--- src/rtl/axe5_bridge_pkg.sv ---
// Shared types and constants for the AXI4-Lite to Avalon-MM bridge.
//   bridge_state_e : bridge FSM states
//   AxiRespOkay / AxiRespSlvErr : AXI response codes returned on B and R
//   CntW : width of the Avalon timeout counter
package axe5_bridge_pkg;

  typedef enum logic [2:0] {
    StIdle,
    StWrCmd,
    StRdCmd,
    StRdWait,
    StWrRsp,
    StRdRsp
  } bridge_state_e;

  localparam logic [1:0] AxiRespOkay   = 2'b00;
  localparam logic [1:0] AxiRespSlvErr = 2'b10;

  localparam int unsigned CntW = 16;

endpackage

--- src/rtl/avmm_timeout_cnt.sv ---
// Avalon request/response timeout counter.
//   clk, rst_n : clock and asynchronous active-low reset
//   start      : clear the count (pulsed while launching a new Avalon command)
//   run        : count one cycle (high while a command or read response is pending)
//   expired    : count has reached TIMEOUT_CYCLES-1 while running
module avmm_timeout_cnt
  import axe5_bridge_pkg::*;
#(
  parameter int unsigned TIMEOUT_CYCLES = 1024
) (
  input  logic clk,
  input  logic rst_n,
  input  logic start,
  input  logic run,
  output logic expired
);

  localparam logic [CntW-1:0] Limit = CntW'(TIMEOUT_CYCLES - 1);

  logic [CntW-1:0] cnt_q, cnt_d;

  always_comb begin
    cnt_d = cnt_q;
    if (start) begin
      cnt_d = '0;
    end else if (run && (cnt_q != '1)) begin
      // Saturate so a late expiry can never wrap back into a long wait.
      cnt_d = cnt_q + 1'b1;
    end
  end

  always_ff @(posedge clk or negedge rst_n) begin
    if (!rst_n) begin
      cnt_q <= '0;
    end else begin
      cnt_q <= cnt_d;
    end
  end

  // >= so that a read accepted on the expiry cycle still times out in RD_WAIT.
  assign expired = run && (cnt_q >= Limit);

endmodule

--- src/rtl/axil_to_avmm_bridge.sv ---
// AXI4-Lite slave to Avalon-MM master bridge, one Avalon transaction at a time.
//   clk_clk, reset_reset_n : clock, asynchronous active-low reset (2-flop synchronised release)
//   s_axi_aw* / s_axi_w*   : write address / data, each captured into a one-entry holder
//   s_axi_b*               : write response (OKAY, or SLVERR on Avalon timeout)
//   s_axi_ar* / s_axi_r*   : read address holder and read data/response
//   avm_*                  : Avalon-MM master command and response
module axil_to_avmm_bridge
  import axe5_bridge_pkg::*;
#(
  parameter int unsigned ADDR_W         = 24,
  parameter int unsigned DATA_W         = 32,
  parameter int unsigned TIMEOUT_CYCLES = 1024
) (
  input  logic                clk_clk,
  input  logic                reset_reset_n,
  // AXI4-Lite slave
  input  logic [ADDR_W-1:0]   s_axi_awaddr,
  input  logic                s_axi_awvalid,
  output logic                s_axi_awready,
  input  logic [DATA_W-1:0]   s_axi_wdata,
  input  logic [DATA_W/8-1:0] s_axi_wstrb,
  input  logic                s_axi_wvalid,
  output logic                s_axi_wready,
  output logic [1:0]          s_axi_bresp,
  output logic                s_axi_bvalid,
  input  logic                s_axi_bready,
  input  logic [ADDR_W-1:0]   s_axi_araddr,
  input  logic                s_axi_arvalid,
  output logic                s_axi_arready,
  output logic [DATA_W-1:0]   s_axi_rdata,
  output logic [1:0]          s_axi_rresp,
  output logic                s_axi_rvalid,
  input  logic                s_axi_rready,
  // Avalon-MM master
  output logic [ADDR_W-1:0]   avm_address,
  output logic                avm_read,
  output logic                avm_write,
  output logic [DATA_W-1:0]   avm_writedata,
  output logic [DATA_W/8-1:0] avm_byteenable,
  output logic                avm_burstcount,
  output logic                avm_debugaccess,
  input  logic                avm_waitrequest,
  input  logic [DATA_W-1:0]   avm_readdata,
  input  logic                avm_readdatavalid
);

  localparam int unsigned StrbW = DATA_W / 8;

  // Reset: assert asynchronously, release after two clock edges.
  logic [1:0] rst_sync_q;
  logic       rst_n;

  always_ff @(posedge clk_clk or negedge reset_reset_n) begin
    if (!reset_reset_n) begin
      rst_sync_q <= 2'b00;
    end else begin
      rst_sync_q <= {rst_sync_q[0], 1'b1};
    end
  end

  assign rst_n = rst_sync_q[1];

  // Holders and channel handshakes
  logic              aw_full_q, w_full_q, ar_full_q;
  logic [ADDR_W-1:0] aw_addr_q, ar_addr_q;
  logic [DATA_W-1:0] w_data_q;
  logic [StrbW-1:0]  w_strb_q;
  logic              aw_hs, w_hs, ar_hs;
  logic              wr_avail, rd_avail;

  // A holder stays full while its transaction is serviced, so ready is simply "empty".
  assign s_axi_awready = rst_n & ~aw_full_q;
  assign s_axi_wready  = rst_n & ~w_full_q;
  assign s_axi_arready = rst_n & ~ar_full_q;

  assign aw_hs = s_axi_awvalid & s_axi_awready;
  assign w_hs  = s_axi_wvalid & s_axi_wready;
  assign ar_hs = s_axi_arvalid & s_axi_arready;

  // Count a beat being captured this cycle so the command issues on the very next cycle.
  assign wr_avail = (aw_full_q | aw_hs) & (w_full_q | w_hs);
  assign rd_avail = ar_full_q | ar_hs;

  // FSM and response registers
  bridge_state_e     state_q, state_d;
  logic              wr_first_q, wr_first_d;
  logic              cnt_start, cnt_run, expired;
  logic              clr_wr, clr_rd;
  logic              b_load, r_load;
  logic [1:0]        b_resp_nxt, r_resp_nxt;
  logic [DATA_W-1:0] r_data_nxt;
  logic [1:0]        bresp_q, rresp_q;
  logic [DATA_W-1:0] rdata_q;

  always_ff @(posedge clk_clk or negedge rst_n) begin
    if (!rst_n) begin
      aw_full_q <= 1'b0;
      aw_addr_q <= '0;
      w_full_q  <= 1'b0;
      w_data_q  <= '0;
      w_strb_q  <= '0;
      ar_full_q <= 1'b0;
      ar_addr_q <= '0;
    end else begin
      if (aw_hs) begin
        aw_full_q <= 1'b1;
        aw_addr_q <= s_axi_awaddr;
      end else if (clr_wr) begin
        aw_full_q <= 1'b0;
      end
      if (w_hs) begin
        w_full_q <= 1'b1;
        w_data_q <= s_axi_wdata;
        w_strb_q <= s_axi_wstrb;
      end else if (clr_wr) begin
        w_full_q <= 1'b0;
      end
      if (ar_hs) begin
        ar_full_q <= 1'b1;
        ar_addr_q <= s_axi_araddr;
      end else if (clr_rd) begin
        ar_full_q <= 1'b0;
      end
    end
  end

  always_comb begin
    state_d    = state_q;
    wr_first_d = wr_first_q;
    cnt_start  = 1'b0;
    clr_wr     = 1'b0;
    clr_rd     = 1'b0;
    b_load     = 1'b0;
    b_resp_nxt = AxiRespOkay;
    r_load     = 1'b0;
    r_resp_nxt = AxiRespOkay;
    r_data_nxt = '0;
    unique case (state_q)
      StIdle: begin
        if (wr_avail && rd_avail) begin
          // Only a genuine conflict moves the grant pointer.
          state_d    = wr_first_q ? StWrCmd : StRdCmd;
          wr_first_d = ~wr_first_q;
          cnt_start  = 1'b1;
        end else if (wr_avail) begin
          state_d   = StWrCmd;
          cnt_start = 1'b1;
        end else if (rd_avail) begin
          state_d   = StRdCmd;
          cnt_start = 1'b1;
        end
      end
      StWrCmd: begin
        if (!avm_waitrequest) begin
          state_d = StWrRsp;
          b_load  = 1'b1;
        end else if (expired) begin
          state_d    = StWrRsp;
          b_load     = 1'b1;
          b_resp_nxt = AxiRespSlvErr;
        end
      end
      StRdCmd: begin
        if (!avm_waitrequest) begin
          if (avm_readdatavalid) begin
            state_d    = StRdRsp;
            r_load     = 1'b1;
            r_data_nxt = avm_readdata;
          end else begin
            state_d = StRdWait;
          end
        end else if (expired) begin
          state_d    = StRdRsp;
          r_load     = 1'b1;
          r_resp_nxt = AxiRespSlvErr;
        end
      end
      StRdWait: begin
        if (avm_readdatavalid) begin
          state_d    = StRdRsp;
          r_load     = 1'b1;
          r_data_nxt = avm_readdata;
        end else if (expired) begin
          state_d    = StRdRsp;
          r_load     = 1'b1;
          r_resp_nxt = AxiRespSlvErr;
        end
      end
      StWrRsp: begin
        if (s_axi_bready) begin
          state_d = StIdle;
          clr_wr  = 1'b1;
        end
      end
      StRdRsp: begin
        if (s_axi_rready) begin
          state_d = StIdle;
          clr_rd  = 1'b1;
        end
      end
      default: state_d = StIdle;
    endcase
  end

  always_ff @(posedge clk_clk or negedge rst_n) begin
    if (!rst_n) begin
      state_q    <= StIdle;
      wr_first_q <= 1'b1;
      bresp_q    <= AxiRespOkay;
      rresp_q    <= AxiRespOkay;
      rdata_q    <= '0;
    end else begin
      state_q    <= state_d;
      wr_first_q <= wr_first_d;
      if (b_load) begin
        bresp_q <= b_resp_nxt;
      end
      if (r_load) begin
        rresp_q <= r_resp_nxt;
        rdata_q <= r_data_nxt;
      end
    end
  end

  assign cnt_run = (state_q == StWrCmd) || (state_q == StRdCmd) || (state_q == StRdWait);

  avmm_timeout_cnt #(
    .TIMEOUT_CYCLES(TIMEOUT_CYCLES)
  ) u_timeout_cnt (
    .clk    (clk_clk),
    .rst_n  (rst_n),
    .start  (cnt_start),
    .run    (cnt_run),
    .expired(expired)
  );

  // Outputs
  assign avm_write       = (state_q == StWrCmd);
  assign avm_read        = (state_q == StRdCmd);
  assign avm_address     = (state_q == StWrCmd) ? aw_addr_q : ar_addr_q;
  assign avm_writedata   = w_data_q;
  assign avm_byteenable  = (state_q == StWrCmd) ? w_strb_q : {StrbW{1'b1}};
  assign avm_burstcount  = 1'b1;
  assign avm_debugaccess = 1'b0;

  assign s_axi_bvalid = (state_q == StWrRsp);
  assign s_axi_bresp  = bresp_q;
  assign s_axi_rvalid = (state_q == StRdRsp);
  assign s_axi_rresp  = rresp_q;
  assign s_axi_rdata  = rdata_q;

endmodule

--- config.mk ---
export PLATFORM = sky130hd
export DESIGN_NAME = axil_to_avmm_bridge
export DESIGN_NICKNAME = d
export VERILOG_FILES = /design/src/rtl/axe5_bridge_pkg.sv /design/src/rtl/avmm_timeout_cnt.sv /design/src/rtl/axil_to_avmm_bridge.sv
export SDC_FILE = /design/constraint.sdc
export NUM_CORES = 1
export LEC_CHECK = 0
export CAP_MARGIN = 10
export CORE_ASPECT_RATIO = 0.9
export CORE_MARGIN = 5
export CORE_UTILIZATION = 48
export DETAILED_ROUTE_END_ITERATION = 10
export GPL_ROUTABILITY_DRIVEN = 0
export PLACE_DENSITY = 0.95
export SYNTH_ARGS = -nofsm -noshare
export SYNTH_HDL_FRONTEND = slang
export SYNTH_HIERARCHICAL = 1
export SYNTH_SLANG_ARGS = --single-unit
--- constraint.sdc ---
create_clock -name clk_clk -period 12.3 [get_ports clk_clk]
set_input_delay 3.69 -clock clk_clk [delete_from_list [all_inputs] [get_ports clk_clk]]
set_output_delay 3.69 -clock clk_clk [all_outputs]
set_load 0.05 [all_outputs]
# == Word-level counts from Yosys, hierarchy flattened ==
# Index checks and enable logic that the tools add are counted.
# totals
ff_bits,145
input_bits,125
output_inout_bits,105
word_cells,97
# op_classes
add_sub_neg,1
n_lt_le_gt_ge,1
n_eq_ne,10
mux,45
bitwise_logic,14
reduce_logical,12
# op_table
cell,n
32-bit 2-to-1 mux,2
32-bit case mux with 2 select lines,1
3-bit 2-to-1 mux,11
16-bit 2-to-1 mux,2
24-bit 2-to-1 mux,1
1-bit 2-to-1 mux,19
3-bit case mux with 6 select lines,1
16-bit by 1-bit adder with 16-bit output (second input constant),1
16-bit by 10-bit greater-or-equal comparator with 1-bit output (second input constant),1
16-bit != test (second input constant),1
2-bit 2-to-1 mux,5
2-bit nonzero test,4
1-bit bitwise AND,7
3-bit by 2-bit == test with 1-bit output (second input constant),2
3-bit == test (second input constant),2
4-bit 2-to-1 mux,1
2-bit by 1-bit != test with 1-bit output (second input constant),2
4-bit != test (second input constant),1
1-bit inverter,4
2-bit case mux with 2 select lines,1
4-bit AND reduction,1
3-bit by 1-bit == test with 1-bit output (second input constant),1
1-bit logical AND,3
3-bit zero test,1
5 further kinds,8

# == Longest topological paths before layout ==
# Gate-level depths: netlist (run 1).
# depth
word_depth,9
depth_mapped,9
ltp_nobuf,7

# == Hierarchy ==
# The synthesis (run 1) kept the hierarchy.
# modules_own_cells
module,n_inst,cells_each,area_each_um2,seq_area_each_um2
axil_to_avmm_bridge,1,353,5200.0,3179.3
avmm_timeout_cnt,1,112,1028.5,400.4

# == Worst setup path after synthesis (run 1) ==
# Ideal clock, no wire load.
# synth_timing
path_type,register to output
from,reg rst_sync_q[1]
to,out s_axi_wready
arrival_time_ps,4137
required_ps,8610
path_slack_ps,4473
stages_incl_launch_ff,2
path_buffers,0
cell_sequence,dfrtp_1 and2b_1
# synth_via
elab_chain_len,1
# synth_lines
element,line_no,text
"start, declared",axil_to_avmm_bridge.sv:50,logic [1:0] rst_sync_q;
"start signal, assigned",axil_to_avmm_bridge.sv:57,"rst_sync_q <= {rst_sync_q[0], 1'b1};"
1-bit bitwise AND,axil_to_avmm_bridge.sv:73,assign s_axi_wready = rst_n & ~w_full_q;
"end, declared",axil_to_avmm_bridge.sv:23,"output logic s_axi_wready,"
# No other way between the ends.

# == Worst setup path in the final report (run 1) ==
# Ends and elaborated chain as after synthesis.

==> impl_metrics.json, run 1 <==
{
  "outcome": "complete, no violations",
  "htreeDepth": 4,
  "reg2reg_depth": 7,
  "vias": 4737,
  "worst-path-max-fanout": 80,
  "crit_family": "buffers and inverters",
  "cp.arrival_ns": 3.42,
  "diodes": 0,
  "drtPass1Iterations": 4,
  "cts_tree": "built",
  "setup_viol": 0,
  "die_y_um": 118.1,
  "critPathSlowestCell": "dfrtp_4",
  "final.period_utilization_pct": 57.82,
  "antenna_found_initial": 0,
  "top_usage_layer": "met2",
  "reg2reg_to": "u_timeout_cnt/cnt_q[7]",
  "place_inst": 836,
  "grt_pass1_wl_um": 27570,
  "routed_wl_um": 17190,
  "crit_path_start": "rst_sync_q[1]",
  "synthFlopType": "dfrtp_1",
  "hpwl_um": 12330,
  "required_ns": 8.61,
  "min_path_cells": 0,
  "final_nets": 817,
  "fp.dieArea_mm2": 0.01536,
  "end_kind": "output port",
  "ctsLongestPathBuffers": 2,
  "ctsRootBufferMaster": "clkbuf_16",
  "fin_skew_ns": 0.01015,
  "cts.hold.buffers_added": 0,
  "synth-seq-cells": 143,
  "syn_inst": 465,
  "final_common_cell": "clkdlybuf4s50_1",
  "power_density_mw_per_mm2": 297.1,
  "drc": 0,
  "report.final.slew_viol_count": 0,
  "core-area_mm2": 0.01269,
  "drtIter0Drc": 246,
  "path_clk_slew_ns": 0.06,
  "slew_headroom_pct": 26.51,
  "grt_overflow": 0,
  "track_usage_pct": 22.99,
  "rsz0062_at_grt": "no",
  "pre_cts_ws_ns": 5.551,
  "fillers": 772,
  "irDropWorstVdd_mv": 0.2548,
  "antenna_left": 0,
  "min_period_ns": 7.112,
  "layout_common_cells": "225 x clkdlybuf4s50_1, 141 x dfrtp_1, 117 x mux2_2",
  "rr_startpoint": "rst_sync_q[1]",
  "synthTopCellsByArea": "dfrtp_1 57%, mux2_2 21%, a22o_1 4.5%",
  "hp-class": "flip-flop to flip-flop",
  "synth_edf_count": 0,
  "cts_resized": 0,
  "detail_route.wl_per_cell_um": 19.81,
  "yosys_warnings": 6,
  "setup-tns-final_ns": 0,
  "clock_latency_ns": 0.42,
  "yosysTopAreaCell": "dfrtp_1",
  "yosys.area.top_type_share_pct": 57.05,
  "grt_max_degree": 81,
  "cts_setup_buffers": 0,
  "whs_endpoint": "rst_sync_q[1]",
  "rows": 39,
  "path_buf_inv": 2,
  "grt_use_met2_pct": 39.90,
  "cp-start-kind": "flip-flop",
  "power.static_leakage_nw": 3.886,
  "critPathMaxStageDelay_ns": 1.06,
  "layout-drive-gt1-share_pct": 23.44,
  "final-hold-violation-count": 0,
  "io_buffers": 225,
  "cts_made_buffers": 17,
  "max-cap-violations": 0,
  "start_util_pct": 49.09,
  "fmax_mhz": 140.6,
  "use_met3_pct": 7.532,
  "grt_pass1_vias": 5152,
  "async_flop_share_pct": 100.0,
  "reg2reg_slack_ns": 8.77,
  "use_met1_pct": 26.15,
  "yosysUniqueCellTypes": 52,
  "synth.avg_cell_area_um2": 13.39,
  "area_growth_pct": 47.19,
  "fp.dieW_um": 130.1,
  "worst_pin_slew_ns": 1.100,
  "post_synth_instance_area_mm2": 0.006228,
  "min_from": "rst_sync_q[0]",
  "layout_setup_ws_ns": 5.188,
  "worstPathCellList": "buf_4 -> and2b_1 -> clkdlybuf4s50_1",
  "yosysSeqAreaShare_pct": 57.47,
  "worstSetupPathType": "flip-flop to output port",
  "via_per_inst": 5.457,
  "cts.sinks": 143,
  "stdcell_count": 868,
  "boundaryPins": 230
}
## cell usage after synthesis, types with 5 or more instances
library cell and instances:
nor3_1 5, a21oi_1 18, dfrtp_1 142, a22o_1 32
nor2b_1 9, mux2_2 117, nor2_1 17, clkbuf_1 5
nand2b_1 10, nand2_1 13, nand3_1 7, buf_2 16
buf_4 5
## final cells by class
type / count / area [um^2] / area share [%]
clock inverters: 9 / 85.08 / 0.9281
inverters: 4 / 15.01 / 0.1638
well taps: 164 / 205.2 / 2.238
repair buffers: 230 / 2290 / 24.98
multi-input cells: 295 / 2521 / 27.50
clock buffers: 23 / 467.9 / 5.104
flip-flops and latches: 143 / 3583 / 39.09
## per-layer routing
metal,vias to the layer above,routed length [um]
met5,-,0
met4,0,426
met3,32,1238
met2,211,9278
met1,2359,6251
li1,2135,-
## stage by stage
| step | total power, mW | hold WS (ns) | utilization [%] | area [um^2] |
|---|---|---|---|---|
| after floorplan | 1.757 | 0.3312 | - | 6240 |
| after global placement | 2.201 | 0.3394 | 67.90 | 8615 |
| after detailed placement | 2.242 | 0.3464 | 67.90 | 8615 |
| after CTS | 2.742 | 0.3565 | 72.26 | 9168 |
| after global routing | 2.840 | 0.3696 | 72.26 | 9168 |
| final | 2.724 | 0.3541 | 72.26 | 9168 |
## cell families after synthesis
group	after synthesis	share of synthesized area, %
adders and majority gates	1	0.2009
DFF	143	57.47
buffers and inverters	30	2.431
xor gates and xnor gates	1	0.1406
AOI/OAI and AO/OA	74	8.819
muxes	119	21.47
and+or+nand+nor	95	9.341
other	2	0.1206
## state kept, by name, indices dropped and copies added, names as in the netlist
signal,flops
s_axi_rresp,1
u_timeout_cnt/cnt_q,16
s_axi_bresp,1
s_axi_rdata,32
w_full_q,1
aw_full_q,1
w_strb_q,4
aw_addr_q,24
rst_sync_q,2
avm_writedata,32
ar_addr_q,24
state_q,3
wr_first_q,1
ar_full_q,1
## power by group
group          internal [mW]  switching [mW]  total, mW
logic                  0.559           0.869       1.43
registers              0.675           0.139      0.814
clock network          0.289           0.193      0.482
total                   1.52            1.20       2.72
## how the worst max path moves through the flow
stage | end | depth (start not counted)
after floorplan | s_axi_wready | 1
after global placement | s_axi_wready | 3
after detailed placement | s_axi_wready | 3
after CTS | s_axi_wready | 3
after global routing | s_axi_wready | 3
final | s_axi_wready | 3
Power figures use the tool's default switching activity.
==> run 2: changes to the inputs <==
Settings changed: CORE_UTILIZATION 48 to 45, PLACE_DENSITY 0.95 to 0.91.
Clock period 12.3 ns to 6.55 ns, I/O delays scaled along.
==> impl_metrics.json, run 2 (same netlist as run 1, synthesis figures left out) <==
{
  "outcome": "complete, no violations",
  "switchingPower_mw": 2.267,
  "path_clk_slew_ns": 0.06,
  "setup_viol": 0,
  "htreeDepth": 4,
  "final_common_cell": "clkdlybuf4s50_1",
  "diodes": 0,
  "fmax_mhz": 208.1,
  "rr_startpoint": "state_q[1]",
  "routed_wl_um": 16770,
  "max-cap-violations": 0,
  "reg2reg_to": "s_axi_rdata[17]",
  "track_usage_pct": 20.90,
  "min_period_ns": 4.806,
  "antenna_left": 0,
  "rows": 40,
  "cts.hold.buffers_added": 0,
  "ctsLongestPathBuffers": 2,
  "worst_pin_slew_ns": 1.149,
  "cp.arrival_ns": 2.84,
  "area_growth_pct": 48.31,
  "reg2reg_depth": 8,
  "slew_headroom_pct": 23.22,
  "drtPass1Iterations": 4,
  "total_power_mw": 5.187,
  "grt_pass1_wl_um": 26940,
  "crit_path_start": "state_q[0]",
  "fp.dieArea_mm2": 0.01630,
  "io_buffers": 225,
  "reg2reg_slack_ns": 3.47,
  "drtIter0Drc": 308,
  "clock_latency_ns": 0.41,
  "whs_ns": 0.2689,
  "fillers": 935,
  "grt_max_degree": 69,
  "swShare_pct": 43.71,
  "power.static_leakage_nw": 3.917,
  "final.period_utilization_pct": 73.37,
  "power_density_mw_per_mm2": 561.6,
  "critPathSlowestCell": "clkdlybuf4s50_1",
  "worstPathCellList": "nor3b_4 -> buf_4 -> mux2_2 -> clkdlybuf4s50_1",
  "layout-drive-gt1-share_pct": 24.01,
  "pre_cts_ws_ns": 2.152,
  "boundaryPins": 230,
  "ctsRootBufferMaster": "clkbuf_16",
  "layout_common_cells": "225 x clkdlybuf4s50_1, 141 x dfrtp_1, 117 x mux2_2",
  "antenna_found_initial": 0,
  "cp-endpoint": "avm_address[6]",
  "power.share.clock_pct": 19.1,
  "cp-start-kind": "flip-flop",
  "worstSetupPathType": "flip-flop to output port",
  "core-area_mm2": 0.01346,
  "worst-path-max-fanout": 25,
  "grt_pass1_vias": 5147,
  "grt_overflow": 0,
  "vias": 4671,
  "layout_setup_ws_ns": 1.744,
  "cts.sinks": 143,
  "final-hold-violation-count": 0,
  "regArea_mm2": 0.003583,
  "report.final.slew_viol_count": 0,
  "cts_made_buffers": 17,
  "start_util_pct": 46.26,
  "die_y_um": 121.6,
  "irDropWorstVdd_mv": 0.4043,
  "final_nets": 817,
  "cts_resized": 0,
  "hpwl_um": 12120,
  "multi_input_area_mm2": 0.002529,
  "power_frac_comb_pct": 51.8,
  "via_per_inst": 5.357,
  "fp.dieW_um": 134.0,
  "setup-tns-final_ns": 0,
  "drc": 0,
  "required_ns": 4.59,
  "hp-class": "flip-flop to async pin",
  "fin_skew_ns": 0.007899,
  "cts_setup_buffers": 0,
  "p_seq_share_pct": 29.1,
  "rsz0062_at_grt": "no",
  "end_kind": "output port",
  "critPathMaxStageDelay_ns": 0.72,
  "internal_power_mw": 2.920,
  "detail_route.wl_per_cell_um": 19.23,
  "cts_tree": "built"
}
==> run 2: stage by stage <==
step / util (%) / std cells / cell area, um^2
after floorplan: - / 468 / 6240
after global placement: 64.02 / 840 / 8620
after detailed placement: 64.02 / 840 / 8620
after CTS: 68.56 / 872 / 9230
after global routing: 68.62 / 872 / 9238
final: 68.62 / 872 / 9238
==> run 2: power by group through the flow <==
stage	registers, mW	logic [mW]	clock network [mW]
after global placement	1.49	2.64	0
after CTS	1.51	2.72	1.01
after floorplan	2.12	1.18	0
after global routing	1.56	2.82	1.06
after detailed placement	1.51	2.70	0
final	1.51	2.69	0.988
==> run 2: worst min-delay path by stage <==
stage | from | end
after detailed placement | rst_sync_q[1] | s_axi_rdata[14]
after floorplan | rst_sync_q[0] | rst_sync_q[1]
after global placement | rst_sync_q[1] | s_axi_rdata[14]
after global routing | rst_sync_q[1] | s_axi_rdata[14]
final | rst_sync_q[1] | s_axi_rdata[14]
after CTS | rst_sync_q[1] | s_axi_rdata[14]
==> run 2: area by class of cell <==
type	instances	area share (%)
Tap cell	168	2.276
Clock inverter	15	2.005
Sequential cell	143	38.79
Timing Repair Buffer	230	24.79
Inverter	4	0.1625
Clock buffer	17	4.605
Multi-Input combinational cell	295	27.37
==> run 2: routing by layer <==
metal,share of wire [%],up-vias,track usage (%)
met5,0,-,0
met4,2.1,0,6.489
met3,7.6,24,8.010
met2,53,165,36.81
met1,38,2338,23.67
li1,-,2144,-
==> run 2: critical path: cells and delay by family, from the launching register on <==
| family | cells | cell delay, ns |
|---|---|---|
| buf+inv | 2 | 1.11 |
| flops | 1 | 0.54 |
| mux | 1 | 0.38 |
| simple gates | 1 | 0.38 |
